$ cat src/rtl/sal_bank_timer_if.sv
// Timing parameter bundle published by the controller's timing register block.
// Each field holds an interval minus one, in controller clock cycles.
interface TIMING_IF #(
  parameter int TW = 8
);
  logic [TW-1:0] t_rcd_m1;
  logic [TW-1:0] t_ras_m1;
  logic [TW-1:0] t_rp_m1;
  logic [TW-1:0] t_rtp_m1;
  logic [TW-1:0] t_wtp_m1;

  modport SRC (output t_rcd_m1, t_ras_m1, t_rp_m1, t_rtp_m1, t_wtp_m1);
  modport DST (input  t_rcd_m1, t_ras_m1, t_rp_m1, t_rtp_m1, t_wtp_m1);
endinterface

$ cat src/rtl/sal_bank_timer.sv
// Per-bank row-state tracker: says when ACT, RD/WR and PRE are legal for one bank
// and flags any grant pattern the scheduler should never have produced.
module sal_bank_timer #(
  parameter int RA_W = 16,
  parameter int TW   = 8
) (
  input  logic            clk,
  input  logic            rst_n,
  TIMING_IF.DST           timing_if,
  input  logic            act_gnt,
  input  logic [RA_W-1:0] act_ra,
  input  logic            rd_gnt,
  input  logic            wr_gnt,
  input  logic            pre_gnt,
  output logic            act_ok,
  output logic            rdwr_ok,
  output logic            pre_ok,
  output logic            is_open,
  output logic [RA_W-1:0] cur_ra,
  output logic            proto_err
);

  typedef enum logic [1:0] {
    ST_IDLE        = 2'd0,
    ST_ACTIVATING  = 2'd1,
    ST_ACTIVE      = 2'd2,
    ST_PRECHARGING = 2'd3
  } state_t;

  localparam logic [TW-1:0] CNT_ZERO = {TW{1'b0}};
  localparam logic [TW-1:0] CNT_ONE  = {{(TW-1){1'b0}}, 1'b1};

  function automatic logic [TW-1:0] sat_dec(input logic [TW-1:0] v);
    logic [TW-1:0] r;
    if (v == CNT_ZERO) begin
      r = CNT_ZERO;
    end else begin
      r = v - CNT_ONE;
    end
    return r;
  endfunction

  function automatic logic [TW-1:0] max_tw(input logic [TW-1:0] a, input logic [TW-1:0] b);
    logic [TW-1:0] r;
    if (a > b) begin
      r = a;
    end else begin
      r = b;
    end
    return r;
  endfunction

  state_t          state_r,   state_nx_s;
  logic [TW-1:0]   cnt_r,     cnt_nx_s;
  logic [TW-1:0]   ras_cnt_r, ras_nx_s;
  logic [TW-1:0]   wp_cnt_r,  wp_nx_s;
  logic [RA_W-1:0] cur_ra_r,  ra_nx_s;
  logic            proto_err_r, err_nx_s;

  logic cnt_zero_s;
  logic act_ok_s, rdwr_ok_s, pre_ok_s;
  logic any_gnt_s, multi_gnt_s;
  logic acc_act_s, acc_rd_s, acc_wr_s, acc_pre_s, bad_gnt_s;

  // Legality flags depend on registered state only, never on the grant inputs.
  always_comb begin
    cnt_zero_s = (cnt_r == CNT_ZERO);
    act_ok_s   = (state_r == ST_IDLE) | ((state_r == ST_PRECHARGING) & cnt_zero_s);
    rdwr_ok_s  = (state_r == ST_ACTIVE) | ((state_r == ST_ACTIVATING) & cnt_zero_s);
    pre_ok_s   = rdwr_ok_s & (ras_cnt_r == CNT_ZERO) & (wp_cnt_r == CNT_ZERO);
  end

  // Grant qualification: exactly one grant, and it must be legal this cycle.
  always_comb begin
    any_gnt_s   = act_gnt | rd_gnt | wr_gnt | pre_gnt;
    multi_gnt_s = (act_gnt & rd_gnt) | (act_gnt & wr_gnt) | (act_gnt & pre_gnt) |
                  (rd_gnt & wr_gnt) | (rd_gnt & pre_gnt) | (wr_gnt & pre_gnt);
    acc_act_s   = act_gnt & ~multi_gnt_s & act_ok_s;
    acc_rd_s    = rd_gnt  & ~multi_gnt_s & rdwr_ok_s;
    acc_wr_s    = wr_gnt  & ~multi_gnt_s & rdwr_ok_s;
    acc_pre_s   = pre_gnt & ~multi_gnt_s & pre_ok_s;
    bad_gnt_s   = any_gnt_s & ~(acc_act_s | acc_rd_s | acc_wr_s | acc_pre_s);
  end

  // Next-state: counters free-run down to zero unless an accepted grant reloads them.
  always_comb begin
    state_nx_s = state_r;
    cnt_nx_s   = sat_dec(cnt_r);
    ras_nx_s   = sat_dec(ras_cnt_r);
    wp_nx_s    = sat_dec(wp_cnt_r);
    ra_nx_s    = cur_ra_r;
    err_nx_s   = proto_err_r | bad_gnt_s;

    // A later RD/WR can only extend the write-to-precharge wait, never shorten it.
    if (acc_rd_s) begin
      wp_nx_s = max_tw(sat_dec(wp_cnt_r), timing_if.t_rtp_m1);
    end else if (acc_wr_s) begin
      wp_nx_s = max_tw(sat_dec(wp_cnt_r), timing_if.t_wtp_m1);
    end else begin
      wp_nx_s = sat_dec(wp_cnt_r);
    end

    case (state_r)
      ST_IDLE, ST_PRECHARGING: begin
        if (acc_act_s) begin
          state_nx_s = ST_ACTIVATING;
          cnt_nx_s   = timing_if.t_rcd_m1;
          ras_nx_s   = timing_if.t_ras_m1;
          wp_nx_s    = CNT_ZERO;
          ra_nx_s    = act_ra;
        end else if ((state_r == ST_PRECHARGING) && cnt_zero_s) begin
          state_nx_s = ST_IDLE;
        end else begin
          state_nx_s = state_r;
        end
      end
      ST_ACTIVATING, ST_ACTIVE: begin
        if (acc_pre_s) begin
          state_nx_s = ST_PRECHARGING;
          cnt_nx_s   = timing_if.t_rp_m1;
        end else if ((state_r == ST_ACTIVATING) && cnt_zero_s) begin
          state_nx_s = ST_ACTIVE;
        end else begin
          state_nx_s = state_r;
        end
      end
      default: begin
        state_nx_s = ST_IDLE;
      end
    endcase
  end

  // State and counter registers with synchronous active-low reset.
  always_ff @(posedge clk) begin
    if (!rst_n) begin
      state_r     <= ST_IDLE;
      cnt_r       <= CNT_ZERO;
      ras_cnt_r   <= CNT_ZERO;
      wp_cnt_r    <= CNT_ZERO;
      cur_ra_r    <= {RA_W{1'b0}};
      proto_err_r <= 1'b0;
    end else begin
      state_r     <= state_nx_s;
      cnt_r       <= cnt_nx_s;
      ras_cnt_r   <= ras_nx_s;
      wp_cnt_r    <= wp_nx_s;
      cur_ra_r    <= ra_nx_s;
      proto_err_r <= err_nx_s;
    end
  end

  assign act_ok    = act_ok_s;
  assign rdwr_ok   = rdwr_ok_s;
  assign pre_ok    = pre_ok_s;
  assign is_open   = (state_r == ST_ACTIVATING) | (state_r == ST_ACTIVE);
  assign cur_ra    = cur_ra_r;
  assign proto_err = proto_err_r;

endmodule

$ cat src/flat_wrapper.sv
// flat-port wrapper written by rule: the top's interface ports become plain ports
module sal_bank_timer_flat 
#(
  parameter int RA_W = 16,
  parameter int TW   = 8
)
  (clk, rst_n, act_gnt, act_ra, rd_gnt, wr_gnt, pre_gnt, act_ok, rdwr_ok, pre_ok, is_open, cur_ra, proto_err, timing_if_t_rcd_m1, timing_if_t_ras_m1, timing_if_t_rp_m1, timing_if_t_rtp_m1, timing_if_t_wtp_m1);
  TIMING_IF #(.TW(TW)) timing_if_i ();
  input  logic clk;
  input  logic rst_n;
  input  logic act_gnt;
  input  logic [RA_W-1:0] act_ra;
  input  logic rd_gnt;
  input  logic wr_gnt;
  input  logic pre_gnt;
  output logic act_ok;
  output logic rdwr_ok;
  output logic pre_ok;
  output logic is_open;
  output logic [RA_W-1:0] cur_ra;
  output logic proto_err;
  input wire logic [$bits(timing_if_i.t_rcd_m1)-1:0] timing_if_t_rcd_m1;
  input wire logic [$bits(timing_if_i.t_ras_m1)-1:0] timing_if_t_ras_m1;
  input wire logic [$bits(timing_if_i.t_rp_m1)-1:0] timing_if_t_rp_m1;
  input wire logic [$bits(timing_if_i.t_rtp_m1)-1:0] timing_if_t_rtp_m1;
  input wire logic [$bits(timing_if_i.t_wtp_m1)-1:0] timing_if_t_wtp_m1;
  assign timing_if_i.t_rcd_m1 = timing_if_t_rcd_m1;
  assign timing_if_i.t_ras_m1 = timing_if_t_ras_m1;
  assign timing_if_i.t_rp_m1 = timing_if_t_rp_m1;
  assign timing_if_i.t_rtp_m1 = timing_if_t_rtp_m1;
  assign timing_if_i.t_wtp_m1 = timing_if_t_wtp_m1;
  sal_bank_timer #(.RA_W(RA_W), .TW(TW)) u_core (.clk(clk), .rst_n(rst_n), .timing_if(timing_if_i), .act_gnt(act_gnt), .act_ra(act_ra), .rd_gnt(rd_gnt), .wr_gnt(wr_gnt), .pre_gnt(pre_gnt), .act_ok(act_ok), .rdwr_ok(rdwr_ok), .pre_ok(pre_ok), .is_open(is_open), .cur_ra(cur_ra), .proto_err(proto_err));
endmodule
$ cat config.mk
export PLATFORM = sky130hd
export DESIGN_NAME = sal_bank_timer_flat
export DESIGN_NICKNAME = d
export VERILOG_FILES = /design/src/rtl/sal_bank_timer_if.sv /design/src/rtl/sal_bank_timer.sv /design/src/flat_wrapper.sv
export SDC_FILE = /design/constraint.sdc
export NUM_CORES = 1
export LEC_CHECK = 0
export CAP_MARGIN = 40
export CORE_UTILIZATION = 48
export DETAILED_ROUTE_END_ITERATION = 10
export GPL_ROUTABILITY_DRIVEN = 0
export PLACE_DENSITY_LB_ADDON = 0.2
export SLEW_MARGIN = 5
export SYNTH_ARGS = -nofsm -noshare
export SYNTH_HDL_FRONTEND = slang
export SYNTH_SLANG_ARGS = --single-unit
$ cat constraint.sdc
create_clock -name clk -period 3.5 [get_ports clk]
set_input_delay 0.35 -clock clk [delete_from_list [all_inputs] [get_ports clk]]
set_output_delay 0.35 -clock clk [all_outputs]
set_load 0.05 [all_outputs]
==> impl_metrics.py, run 1 <==
metrics = {
    "layout": {
        "seqCellArea_sq_um": 861,
        "drive_above_1_share": 0.0670,
        "diodes": 0,
        "nets": 514,
        "multi_input_area_sq_um": 1830,
        "syn2layout_area_growth_pct": 34.5,
        "instances_no_fill": 505,
        "most-common-layout-cells": "clkdlybuf4s50_1 (82), nand2_1 (49), dfxtp_1 (43)",
        "fillers": 515,
        "final_common_cell": "clkdlybuf4s50_1",
    },
    "synthesis": {
        "yosysTopAreaCell": "dfxtp_1",
        "yosysSeqAreaShare": 0.301,
        "synth.area.top_cells": "dfxtp_1 (30%), ha_1 (8.8%), nand2_1 (6.6%)",
        "ys_ff_latch": 43,
        "synth_nets": 433,
        "synthArstFlopShare": 0,
        "synth_area_sq_um": 2860,
        "synth.top_cell.area_share": 0.301,
        "synth_warnings": 0,
        "syn_inst": 351,
        "syn_avg_cell_area_sq_um": 8.13,
        "synth-main-ff-cell": "dfxtp_1",
        "synth-edff-count": 0,
        "synthDistinctLibCells": 60,
    },
    "placement": {
        "io_buffer_count": 82,
        "post-dp-hpwl_mm": 5.30,
        "placedCellCount": 497,
        "dpl_worst_slack_ns": 0.139,
    },
    "global_route": {
        "grt_max_degree": 36,
        "antenna_found_initial": 0,
        "grt_overflow": 0,
        "grt_pass1_wl_mm": 11.6,
        "groute.usage.overall": 0.234,
        "first_global_vias": 2631,
    },
    "timing": {
        "rsz0062_at_grt": "false",
        "worst_slack_ns": 0.286,
        "slew_headroom": 0.414,
        "fin_crit_sh": 0.918,
        "setup_tns_ns": 0,
        "finalMaxSlewViolations": 0,
        "tightest_slew_ns": 0.871,
        "period_needed_ns": 3.21,
        "clock_skew_ns": 0.00626,
        "max_freq_mhz": 311,
        "hold_slack_ns": 0.462,
        "setup_viol": 0,
        "final_hold_viol_count": 0,
    },
    "pwr": {
        "p_sw_frac": 0.432,
        "totalPowerFinal_uw": 2580,
        "power_density_nw_per_um2": 671,
        "switching_power_uw": 1110,
        "ir_worst_vdd_mv": 0.408,
        "seqPwrFrac": 0.276,
        "combinationalPowerShare": 0.605,
        "pwr-share-clk": 0.119,
        "power_leakage_uw": 0.00155,
        "internal-power_uw": 1460,
    },
    "routing": {
        "drtAntennaViolNets": 0,
        "via_per_inst": 5.35,
        "drt_iter0_markers": 95,
        "dr.pass1.iters": 4,
        "via_count": 2703,
        "drc_errors": 0,
        "routed_wl_mm": 6.85,
        "post_drt_wl_per_cell_microns": 13.6,
    },
    "die": {
        "die_h_microns": 79.1,
        "core_sq_um": 5610,
        "fp.dieW_microns": 79.1,
        "io_pins": 83,
        "die-area_sq_um": 6260,
        "initial_core_util": 0.509,
        "rows": 27,
    },
    "clock_network": {
        "clk_pin_slew_ns": 0.08,
        "cts_tree": "yes",
        "cts_buffers": 5,
        "insertion_delay_ns": 0.29,
        "h-tree-depth": 2,
        "cts-root-buf": "clkbuf_8",
        "clock-sinks": 43,
        "cts-resized-gates": 0,
        "cts-hold-fix-buffers": 0,
        "cts_setup_buffers": 0,
        "clockBufferDepth": 2,
    },
    "setup_path": {
        "crit_required_ns": 3.15,
        "crit_type": "flop to output pin",
        "crit_path_end_kind": "output pin",
        "crit_chain": "inv_1 > ha_1 > or4b_1 > nor3_1 > nand2b_1 > nor3_1 > clkdlybuf4s50_1",
        "path_common_cell": "nor3_1",
        "worstPathArrival_ns": 2.86,
        "startpoint_type": "flop",
        "max_stage_delay_ns": 0.87,
        "crit_slowest_cell": "clkdlybuf4s50_1",
        "cp_max_fo": 4,
    },
    "job": {
        "maxCapViolations": 0,
    },
    "outcome": {
        "status": "finished, final reports clean",
    },
    "hold_path": {
        "hold_path.class": "flop to flop",
    },
}
[cell families after synthesis]
logic type,after synthesis,share of synthesized area
AND/OR/NAND/NOR,133,0.243
buffers and inverters,45,0.0644
AO/OA/AOI/OAI,96,0.259
multiplexers,3,0.0105
adder cells (fa/ha/maj),20,0.0876
flip-flops,43,0.301
XOR/XNOR,11,0.0337
[state kept, by name, summed over array words and instances, names as in the netlist]
register and flops:
u_core.cnt_r 8, u_core.cur_ra 16, u_core.proto_err 1, u_core.ras_cnt_r 8
u_core.state_r 2, u_core.wp_cnt_r 8
[final cells by class]
cell class                      count  share of cell area
Multi-Input combinational cell    263               0.475
Sequential cell                    43               0.224
Clock buffer                        6              0.0189
Timing Repair Buffer               87               0.224
Clock inverter                      2             0.00326
Tap cell                           72              0.0235
Inverter                           32              0.0313
[critical path, delay by kind of cell, from the launching register on]
kind / cells / cell delay [ns]
adder cells (fa/ha/maj): 1 / 0.21
buffers and inverters: 2 / 0.93
flip-flops: 1 / 0.33
AND/OR/NAND/NOR: 4 / 1.11
[metrics by stage]
step	utilization	area (sq um)
2_1_floorplan	-	2860
3_3_place_gp	0.668	3740
3_5_place_dp	0.668	3740
4_1_cts	0.683	3830
5_1_grt	0.685	3840
6_report	0.685	3840
[layer usage]
layer | vias to the layer above | GRT usage | part of all wire
met5 | - | 0 | 0
met3 | 6 | 0.0563 | 0.054
met4 | 0 | 0.0764 | 0.015
li1 | 1408 | - | -
met1 | 1229 | 0.288 | 0.45
met2 | 60 | 0.397 | 0.48
[synth_stat cells, types with 4 or more instances]
| cell | number |
|---|---|
| inv_1 | 32 |
| nor2b_1 | 9 |
| a211oi_1 | 4 |
| o21a_1 | 9 |
| xnor2_1 | 8 |
| o21ai_0 | 11 |
| a21boi_0 | 15 |
| a221oi_2 | 6 |
| nor4_1 | 4 |
| clkbuf_1 | 8 |
| ha_1 | 20 |
| nor3_1 | 17 |
| nand2_1 | 50 |
| a22o_1 | 9 |
| nand3_1 | 5 |
| nor2_1 | 20 |
| nand2b_1 | 4 |
| dfxtp_1 | 43 |
| a21oi_1 | 16 |
[final timing paths]
kind	from	to	slack (ns)	cells after the start
min	u_core.cur_ra[14]	u_core.cur_ra[14]	0.46	2
min reg2reg	u_core.cur_ra[14]	u_core.cur_ra[14]	0.46	2
max reg2reg	u_core.wp_cnt_r[1]	u_core.wp_cnt_r[0]	0.33	12
max	u_core.ras_cnt_r[0]	pre_ok	0.29	7
[power groups by stage]
stage	Clock, uW	Combinational [uW]	Sequential [uW]
2_1_floorplan	0	1180	713
3_3_place_gp	0	1480	715
3_5_place_dp	0	1530	721
4_1_cts	317	1540	710
5_1_grt	338	1770	731
6_report	306	1560	712
(Power assumes the default switching activity.)
==> run 2: changes to the inputs <==
--- a/config.mk
+++ b/config.mk
@@ -9,7 +9,7 @@
 export CORE_UTILIZATION = 48
 export DETAILED_ROUTE_END_ITERATION = 10
 export GPL_ROUTABILITY_DRIVEN = 0
-export PLACE_DENSITY_LB_ADDON = 0.2
+export PLACE_DENSITY = 0.82
 export SLEW_MARGIN = 5
 export SYNTH_ARGS = -nofsm -noshare
 export SYNTH_HDL_FRONTEND = slang
==> impl_metrics.py, run 2 (synthesis gave the netlist of run 1 again) <==
metrics = {
    "hold_path": {
        "holdPathStages": 2,
        "hold_end": "u_core.cur_ra[14]",
        "hold_path.class": "flop to flop",
        "hp-start": "u_core.cur_ra[14]",
    },
    "routing": {
        "via_count": 2787,
        "drc_errors": 0,
        "dr.pass1.iters": 4,
        "post_drt_wl_per_cell_microns": 14.5,
        "routed_wl_mm": 7.30,
        "drtAntennaViolNets": 0,
        "via_per_inst": 5.53,
        "drt_iter0_markers": 149,
    },
    "die": {
        "die-area_sq_um": 6260,
        "die_h_microns": 79.1,
        "initial_core_util": 0.509,
        "io_pins": 83,
        "fp.dieW_microns": 79.1,
        "rows": 27,
        "core_sq_um": 5610,
    },
    "setup_path": {
        "r2r-end": "u_core.wp_cnt_r[4]",
        "crit_path_end_kind": "flop",
        "crit_required_ns": 3.67,
        "crit_type": "flop to flop",
        "reg2reg_slack_ns": 0.21,
        "r2r_cells": 12,
        "cp_max_fo": 6,
        "startpoint_type": "flop",
        "worstPathArrival_ns": 3.45,
        "worstReg2RegStart": "u_core.wp_cnt_r[1]",
    },
    "timing": {
        "fin_crit_sh": 0.939,
        "tightest_slew_ns": 0.832,
        "setup_tns_ns": 0,
        "period_needed_ns": 3.29,
        "slew_headroom": 0.440,
        "setup_viol": 0,
        "worst_slack_ns": 0.214,
        "clock_skew_ns": 0.00565,
        "finalMaxSlewViolations": 0,
        "hold_slack_ns": 0.460,
        "final_hold_viol_count": 0,
        "rsz0062_at_grt": "false",
        "max_freq_mhz": 304,
    },
    "clock_network": {
        "cts-hold-fix-buffers": 0,
        "cts_buffers": 5,
        "cts-resized-gates": 0,
        "cts_setup_buffers": 0,
        "insertion_delay_ns": 0.30,
        "cts_tree": "yes",
        "cts-root-buf": "clkbuf_8",
        "clock-sinks": 43,
        "clockBufferDepth": 2,
        "clk_pin_slew_ns": 0.08,
        "h-tree-depth": 2,
    },
    "layout": {
        "diodes": 0,
        "final_common_cell": "clkdlybuf4s50_1",
        "final_util": 0.683,
        "nets": 513,
        "fillers": 496,
        "drive_above_1_share": 0.0625,
        "most-common-layout-cells": "clkdlybuf4s50_1 (82), nand2_1 (50), dfxtp_1 (43)",
        "syn2layout_area_growth_pct": 34.1,
        "largest_reg_flops": 16,
    },
    "job": {
        "maxCapViolations": 0,
    },
    "global_route": {
        "grt_pass1_wl_mm": 12.7,
        "antenna_found_initial": 0,
        "grt_overflow": 0,
        "grt_max_degree": 37,
        "first_global_vias": 2812,
        "groute.usage.overall": 0.253,
    },
    "pwr": {
        "power_density_nw_per_um2": 678,
        "power_leakage_uw": 0.00154,
        "ir_worst_vdd_mv": 0.430,
    },
    "placement": {
        "post-dp-hpwl_mm": 5.73,
        "io_buffer_count": 82,
        "dpl_worst_slack_ns": 0.186,
    },
    "outcome": {
        "status": "finished, final reports clean",
    },
}
==> run 2: cell count changes in the layout (fill, tap and decap cells not counted) <==
cell,change
buf_4,-1
nand2_1,+1
nand2_2,-1
==> run 2: final cells by class <==
cell class                 count  area (sq um)  area share
multi-input combinational    263          1820       0.476
sequential                    43           861       0.225
timing repair buffer          86           851       0.222
inverter                      32           120      0.0314
tap                           72          90.1      0.0235
clock buffer                   6          72.6      0.0189
clock inverter                 2          12.5     0.00327
==> run 2: critical path: stages, from the launching register on <==
cell,delay (ns)
dfxtp_1,0.32
or2_2,0.35
or4_1,0.43
mux2i_1,0.25
inv_1,0.11
ha_1,0.32
nand4_1,0.11
or2_2,0.31
o31ai_1,0.08
o221a_1,0.24
o21ai_0,0.21
o21ai_0,0.36
a221oi_2,0.05
==> run 2: how the worst max path moves through the flow <==
stage	startpoint	slack, ns	cells past startpoint	endpoint
2_1_floorplan	u_core.wp_cnt_r[0]	0.58	14	u_core.wp_cnt_r[0]
3_5_place_dp	u_core.wp_cnt_r[0]	0.19	14	u_core.wp_cnt_r[1]
5_1_grt	u_core.ras_cnt_r[0]	0.004	7	pre_ok
6_report	u_core.wp_cnt_r[1]	0.21	12	u_core.wp_cnt_r[4]
3_3_place_gp	u_core.wp_cnt_r[0]	0.31	14	u_core.wp_cnt_r[4]
4_1_cts	u_core.wp_cnt_r[0]	0.16	14	u_core.wp_cnt_r[1]
==> run 2: metrics by stage <==
step	std cells	area, sq um	total power, uW
final	504	3830	2590
after global routing	504	3830	2850
after CTS	504	3820	2590
after floorplan	351	2860	1900
after detailed placement	496	3740	2280
after global placement	496	3740	2200
==> run 2: metal layers <==
layer  track usage  part of all wire
met2         0.416              0.47
met5             0                 0
met1         0.307              0.44
met3        0.0977             0.080
met4        0.0691            0.0095
==> run 2: report_power, final <==
part	switching (uW)	internal [uW]
Combinational	846	723
Clock	172	140
Sequential	115	600
